`src/rtl/serial_adder.sv`:
```
// Bit-serial adder/subtractor: one full-adder cell built from two half adders,
// processing a WIDTH-bit operand pair LSB first with a start/busy/done handshake.
module serial_adder #(
    parameter int WIDTH = 8
) (
    input  logic             clk,
    input  logic             rst_n,
    input  logic             start,
    input  logic             mode,
    input  logic [WIDTH-1:0] a,
    input  logic [WIDTH-1:0] b,
    input  logic             cin,
    output logic             busy,
    output logic             done,
    output logic [WIDTH-1:0] sum,
    output logic             cout,
    output logic             ovf
);

    localparam int CNT_W = (WIDTH > 1) ? $clog2(WIDTH) : 1;

    typedef enum logic [1:0] {
        IDLE = 2'd0,
        RUN  = 2'd1,
        DONE = 2'd2
    } state_t;

    state_t             state;
    state_t             state_nxt;
    logic [WIDTH-1:0]   a_sr;
    logic [WIDTH-1:0]   b_sr;
    logic [WIDTH-1:0]   res_sr;
    logic [CNT_W-1:0]   bit_cnt;
    logic               carry;

    logic               accept;
    logic               last_bit;
    logic               p;
    logic               g1;
    logic               s;
    logic               g2;
    logic               carry_nxt;
    logic [WIDTH-1:0]   res_nxt;

    // Full-adder cell as two cascaded half adders
    always_comb begin
        p         = a_sr[0] ^ b_sr[0];
        g1        = a_sr[0] & b_sr[0];
        s         = p ^ carry;
        g2        = p & carry;
        carry_nxt = g1 | g2;
        res_nxt   = {s, res_sr[WIDTH-1:1]};
        last_bit  = (bit_cnt == CNT_W'(WIDTH - 1));
        accept    = start && (state != RUN);
    end

    always_comb begin
        state_nxt = state;
        case (state)
            IDLE: if (start) state_nxt = RUN;
            RUN:  if (last_bit) state_nxt = DONE;
            DONE: state_nxt = start ? RUN : IDLE;
            default: state_nxt = IDLE;
        endcase
    end

    always_ff @(posedge clk) begin
        if (!rst_n) begin
            state   <= IDLE;
            busy    <= 1'b0;
            done    <= 1'b0;
            sum     <= '0;
            cout    <= 1'b0;
            ovf     <= 1'b0;
            a_sr    <= '0;
            b_sr    <= '0;
            res_sr  <= '0;
            bit_cnt <= '0;
            carry   <= 1'b0;
        end else begin
            state <= state_nxt;
            busy  <= (state_nxt == RUN);
            done  <= (state_nxt == DONE);
            if (accept) begin
                // Subtract is a + ~b + 1: invert B on load and force the carry in
                a_sr    <= a;
                b_sr    <= mode ? ~b : b;
                carry   <= mode ? 1'b1 : cin;
                bit_cnt <= '0;
            end else if (state == RUN) begin
                a_sr   <= a_sr >> 1;
                b_sr   <= b_sr >> 1;
                carry  <= carry_nxt;
                res_sr <= res_nxt;
                if (last_bit) begin
                    // carry still holds the carry into the MSB here
                    sum  <= res_nxt;
                    cout <= carry_nxt;
                    ovf  <= carry ^ carry_nxt;
                end else begin
                    bit_cnt <= bit_cnt + CNT_W'(1);
                end
            end
        end
    end

endmodule

```
`config.mk`:
```
export PLATFORM = sky130hd
export DESIGN_NAME = serial_adder
export DESIGN_NICKNAME = d
export VERILOG_FILES = /design/src/rtl/serial_adder.sv
export SDC_FILE = /design/constraint.sdc
export NUM_CORES = 1
export LEC_CHECK = 0
export CAP_MARGIN = 20
export CORE_ASPECT_RATIO = 1.2
export CORE_MARGIN = 2
export CORE_UTILIZATION = 45
export DETAILED_ROUTE_END_ITERATION = 6
export GPL_ROUTABILITY_DRIVEN = 0
export PLACE_DENSITY = 0.83
export SYNTH_ARGS = -nofsm -noshare
export SYNTH_HDL_FRONTEND = slang
export SYNTH_SLANG_ARGS = --single-unit
```
`constraint.sdc`:
```
create_clock -name clk -period 1.5 [get_ports clk]
set_input_delay 0.375 -clock clk [delete_from_list [all_inputs] [get_ports clk]]
set_output_delay 0.375 -clock clk [all_outputs]
set_load 0.02 [all_outputs]
```
### Word-level counts from Yosys, hierarchy flattened

Cells that the tools add are included.

| word-level totals | value |
|---|---|
| flip-flop bits (word level) | 42 |
| bits of input ports | 21 |
| output and inout port bits | 12 |
| logic and storage cells | 47 |

| operators by class | value |
|---|---|
| add/subtract/negate cells | 1 |
| equal/unequal tests | 6 |
| mux-type cells | 12 |
| bitwise logic cells | 10 |
| reductions and logical operators | 7 |

Operators with widths:

| kind | number |
|---|---|
| $mux W8 | 5 |
| $not A8 Y8 | 1 |
| $pmux W2 S3 | 1 |
| $eq A2 B1 Y1 const B | 2 |
| $eq A2 B2 Y1 const B | 2 |
| $mux W1 | 4 |
| $mux W2 | 2 |
| $reduce_and A2 Y1 | 2 |
| $add A3 B1 Y3 const B | 1 |
| $eq A3 B3 Y1 const B | 1 |
| $not A1 Y1 | 3 |
| $reduce_and A3 Y1 | 1 |
| $xor A1 B1 Y1 | 3 |
| $and A1 B1 Y1 | 2 |
| $logic_not A2 Y1 | 1 |
| $ne A2 B1 Y1 const B | 1 |
| $reduce_bool A2 Y1 | 1 |
| $reduce_or A2 Y1 | 1 |
| $logic_and A1 B1 Y1 | 1 |
| $or A1 B1 Y1 | 1 |

### Depth between registers and ports, before layout

| depth | value |
|---|---|
| word-level depth | 5 |
| mapped depth | 7 |

### Worst setup path before layout

OpenSTA, ideal clock, no wires.

| path | value |
|---|---|
| path kind | register -> register |
| from | register bit_cnt[0] |
| to | register cout |
| arrival | 1266 ps |
| slack | 102 ps |
| cell stages (with the launch flop) | 8 |
| buffers on the path | 2 |
| cell sequence | dfxtp_1 ha_1 ha_1 and3b_1 buf_2 buf_4 nand2_1 a21oi_1 |

| between the ends | value |
|---|---|
| cells in the longest elaborated chain, start to end | 2 |

Ends and longest elaborated chain:

| element | RTL line | text |
|---|---|---|
| from (decl) | 33 | `logic [CNT_W-1:0] bit_cnt;` |
| from (signal assigned) | 101 | `bit_cnt <= bit_cnt + CNT_W'(1);` |
| $eq A3 B3 Y1 | 53 | `last_bit = (bit_cnt == CNT_W'(WIDTH - 1));` |
| $reduce_and A3 Y1 (no source line) | n/a |  |
| to (signal assigned) | 98 | `cout <= carry_nxt;` |
| to (decl) | 16 | `output logic cout,` |

No other way between the ends.
A chain may end at the register's enable or synchronous reset.

### Worst setup path in the final report

| path | value |
|---|---|
| from | register bit_cnt[0] |
| to | register bit_cnt[2] |

| between the ends | value |
|---|---|
| cells in the longest elaborated chain, start to end | 3 |

Ends and longest elaborated chain:

| element |
|---|
| parallel branches: the longest is 3 deep, another holds $add A3 B1 Y3 |

Several ways; the timed one is not identified.

==> impl_metrics.tcl <==
set metrics [dict create \
    post-synth-top-area-fraction_pct 47.67 \
    startpoint_type "register" \
    worst_skew_pair.late_latency_ns 0.29 \
    fp.coreArea_um2 3664 \
    post-synth-top-count-cell "dfxtp_1" \
    criticalPathCategory "register to register" \
    worst_tran_pin_value_ns 0.5152 \
    clock_root_buffer "clkbuf_8" \
    vias_in_the_first_global_route 1329 \
    dp_hpwl_um 2358 \
    final_util_pct 62.30 \
    avgRoutedWirePerCell_um 11.67 \
    grt_pass1_wl_um 5685 \
    synth_warnings 0 \
    yosys.cell_types.count 28 \
    cell_types_occupying_the_most_area_after_synthesis "dfxtp_1 (48%), nand2_1 (7.8%), a21oi_1 (6.1%)" \
    setup.worst_path.end_class "register" \
    syn_avg_cell_area_um2 8.695 \
    rsz_0062_raised_after_global_routing "no" \
    cts_inserted_buffers 5 \
    final_cells 289 \
    min_cycle_time_layout_ns 1.398 \
    reg2reg_slack_ns 0.10 \
    fin_skew_ns 0.002302 \
    viasPerCell 5.055 \
    areaGrowthSynthToFinish_pct 32.56 \
    final.hold.worst_slack_ns 0.4516 \
    total_track_usage_pct 17.09 \
    vias 1461 \
    status "complete, no violations" \
    ys_async_sr_fraction_pct 0 \
    post-place-cells 279 \
    post_route_cells_drive_above_1_share_pct 12.66 \
    drt.antenna.violating_nets 0 \
    critPathArrivalTime_ns 1.62 \
    number_of_maximum_capacitance_violations 0 \
    drtPass1Iterations 4 \
    synth.net_count 222 \
    timing.final.max_slew_violations 0 \
    leakagePower_nw 0.9269 \
    critical_path_required_ns 1.72 \
    hold_path.class "register to register" \
    cts_buffer_depth 2 \
    maximum_number_of_pins_on_one_net_before_global_route_repair 27 \
    seq_area_frac_synth_pct 47.67 \
    routed_wirelength_um 3373 \
    clk_transition_reported_paths_ns 0.07 \
    drc 0 \
    detail_route.iter0.violations 50 \
    cts-hold-fix-buffers 0 \
    synth_largest_area_cell "dfxtp_1" \
    hold_depth 2 \
    vdd_drop_max_uv 669.8 \
    synthTopCellsByCount "dfxtp_1 (41), nand2_1 (36), a21oi_1 (21), nor2_1 (21), buf_2 (10)" \
    synthesized_flop_and_latch_total 41 \
    die_y_um 71.76 \
    core.rowCount 24 \
    timing_hold_violations_final 0 \
    cts_num_sinks 41 \
    insertedDiodeCount 0 \
    max_slew_margin_pct 65.66 \
    minimum_setup_slack_in_the_final_design_ns 0.1016 \
    postSynthCellCount 198 \
    timing.critical_path.fanout_max 8 \
    period_share_pct 93.23 \
    p_per_area_nw_per_um2 957.9 \
    setup_tns_ns 0 \
    nets 261 \
    port-buffer-count 32 \
    cts_tree "done" \
    antenna_found_initial 0 \
    design.portCount 33 \
    globalRouteOverflowTotal 0 \
    chipWidth_um 60.47 \
    syn-cell-area_um2 1722 \
    design.die.area_um2 4339 \
    synth-edff-count 0 \
    synthFlopType "dfxtp_1" \
    rr_worst_depth 6 \
    ctsHtreeMaxLevel 2 \
    start_util_pct 46.99 \
    fmaxAchievable_mhz 715.1 \
    finalSetupViolations 0 \
    dp_worst_setup_slack_ns -0.1016 \
]
-- path summary, 6_finish.rpt --
path,end,start
worst min-delay path,sum[0],res_sr[1]
worst max-delay path,bit_cnt[2],bit_cnt[0]
worst max register to register,bit_cnt[2],bit_cnt[0]
worst min register to register,sum[0],res_sr[1]
-- registers in the layout, summed over array words and instances, names as in the netlist --
| signal | count |
|---|---|
| a_sr | 8 |
| b_sr | 8 |
| sum | 8 |
| res_sr | 7 |
| bit_cnt | 3 |
| state | 2 |
| busy | 1 |
| carry | 1 |
| cout | 1 |
| done | 1 |
| ovf | 1 |
-- cell usage in the layout, fill, tap and decap left out, types with 2 or more instances in the layout --
cell type and count:
a211oi_1 8, xnor2_1 2, dfxtp_1 40, mux2i_1 9
inv_2 2, buf_4 10, clkdlybuf4s50_1 20, nand2_1 36
buf_12 5, a21oi_1 21, o21ai_1 7, xor2_1 7
clkbuf_8 6, nand3_1 7, dlygate4sd2_1 12, nand3b_1 2
a32oi_1 2, o31ai_1 7, nor2_1 21
-- stage by stage --
| stage | cell area, um2 | power [mW] |
|---|---|---|
| 6_report | 2282 | 2.186 |
| 5_1_grt | 2282 | 2.276 |
| 4_1_cts | 2243 | 2.202 |
| 3_5_place_dp | 2171 | 1.502 |
| 3_3_place_gp | 2171 | 1.495 |
| 2_1_floorplan | 1722 | 1.372 |
-- where the power goes --
group          switching, mW  internal (mW)  leakage, nW
clock network          0.345          0.365       0.0443
logic                  0.147          0.155        0.547
registers             0.0326           1.14        0.335
-- repair_timing --
item | in CTS | in global routing
endpoints found under the setup margin | 25 | 2
cloned | 0 | 0
resized for setup | 13 | 2
buffers inserted | 0 | 3
-- area by class of cell --
cell class	instances	area (um2)
fill	335	1381
tap	52	65.06
multi-input combinational	139	817.0
timing repair buffer	47	480.5
sequential	41	822.0
inverter	3	11.26
clock buffer	7	86.33
-- kinds of logic after synthesis --
logic type	Yosys count	share of synthesized area, %
fa+ha+maj	3	2.616
buf+inv	18	5.087
mux	9	5.233
flops	41	47.67
simple gates	71	17.88
xor+xnor	9	4.579
compound gates	47	16.93
-- critical path, cell delays in order, from the launching register on --
cell and delay, ns:
dfxtp_1 0.34, ha_1 0.15, ha_2 0.19, and3b_2 0.31
buf_4 0.15, nand2_1 0.05, a21oi_1 0.13
-- metal layers --
layer | track usage (%) | up-vias | share of wire [%]
li1 | - | 747 | -
met1 | 19.82 | 681 | 44
met2 | 29.23 | 26 | 51
met3 | 3.791 | 7 | 2.5
met4 | 7.971 | 0 | 2.2
met5 | 0 | - | 0
Power figures use the tool's default switching activity.
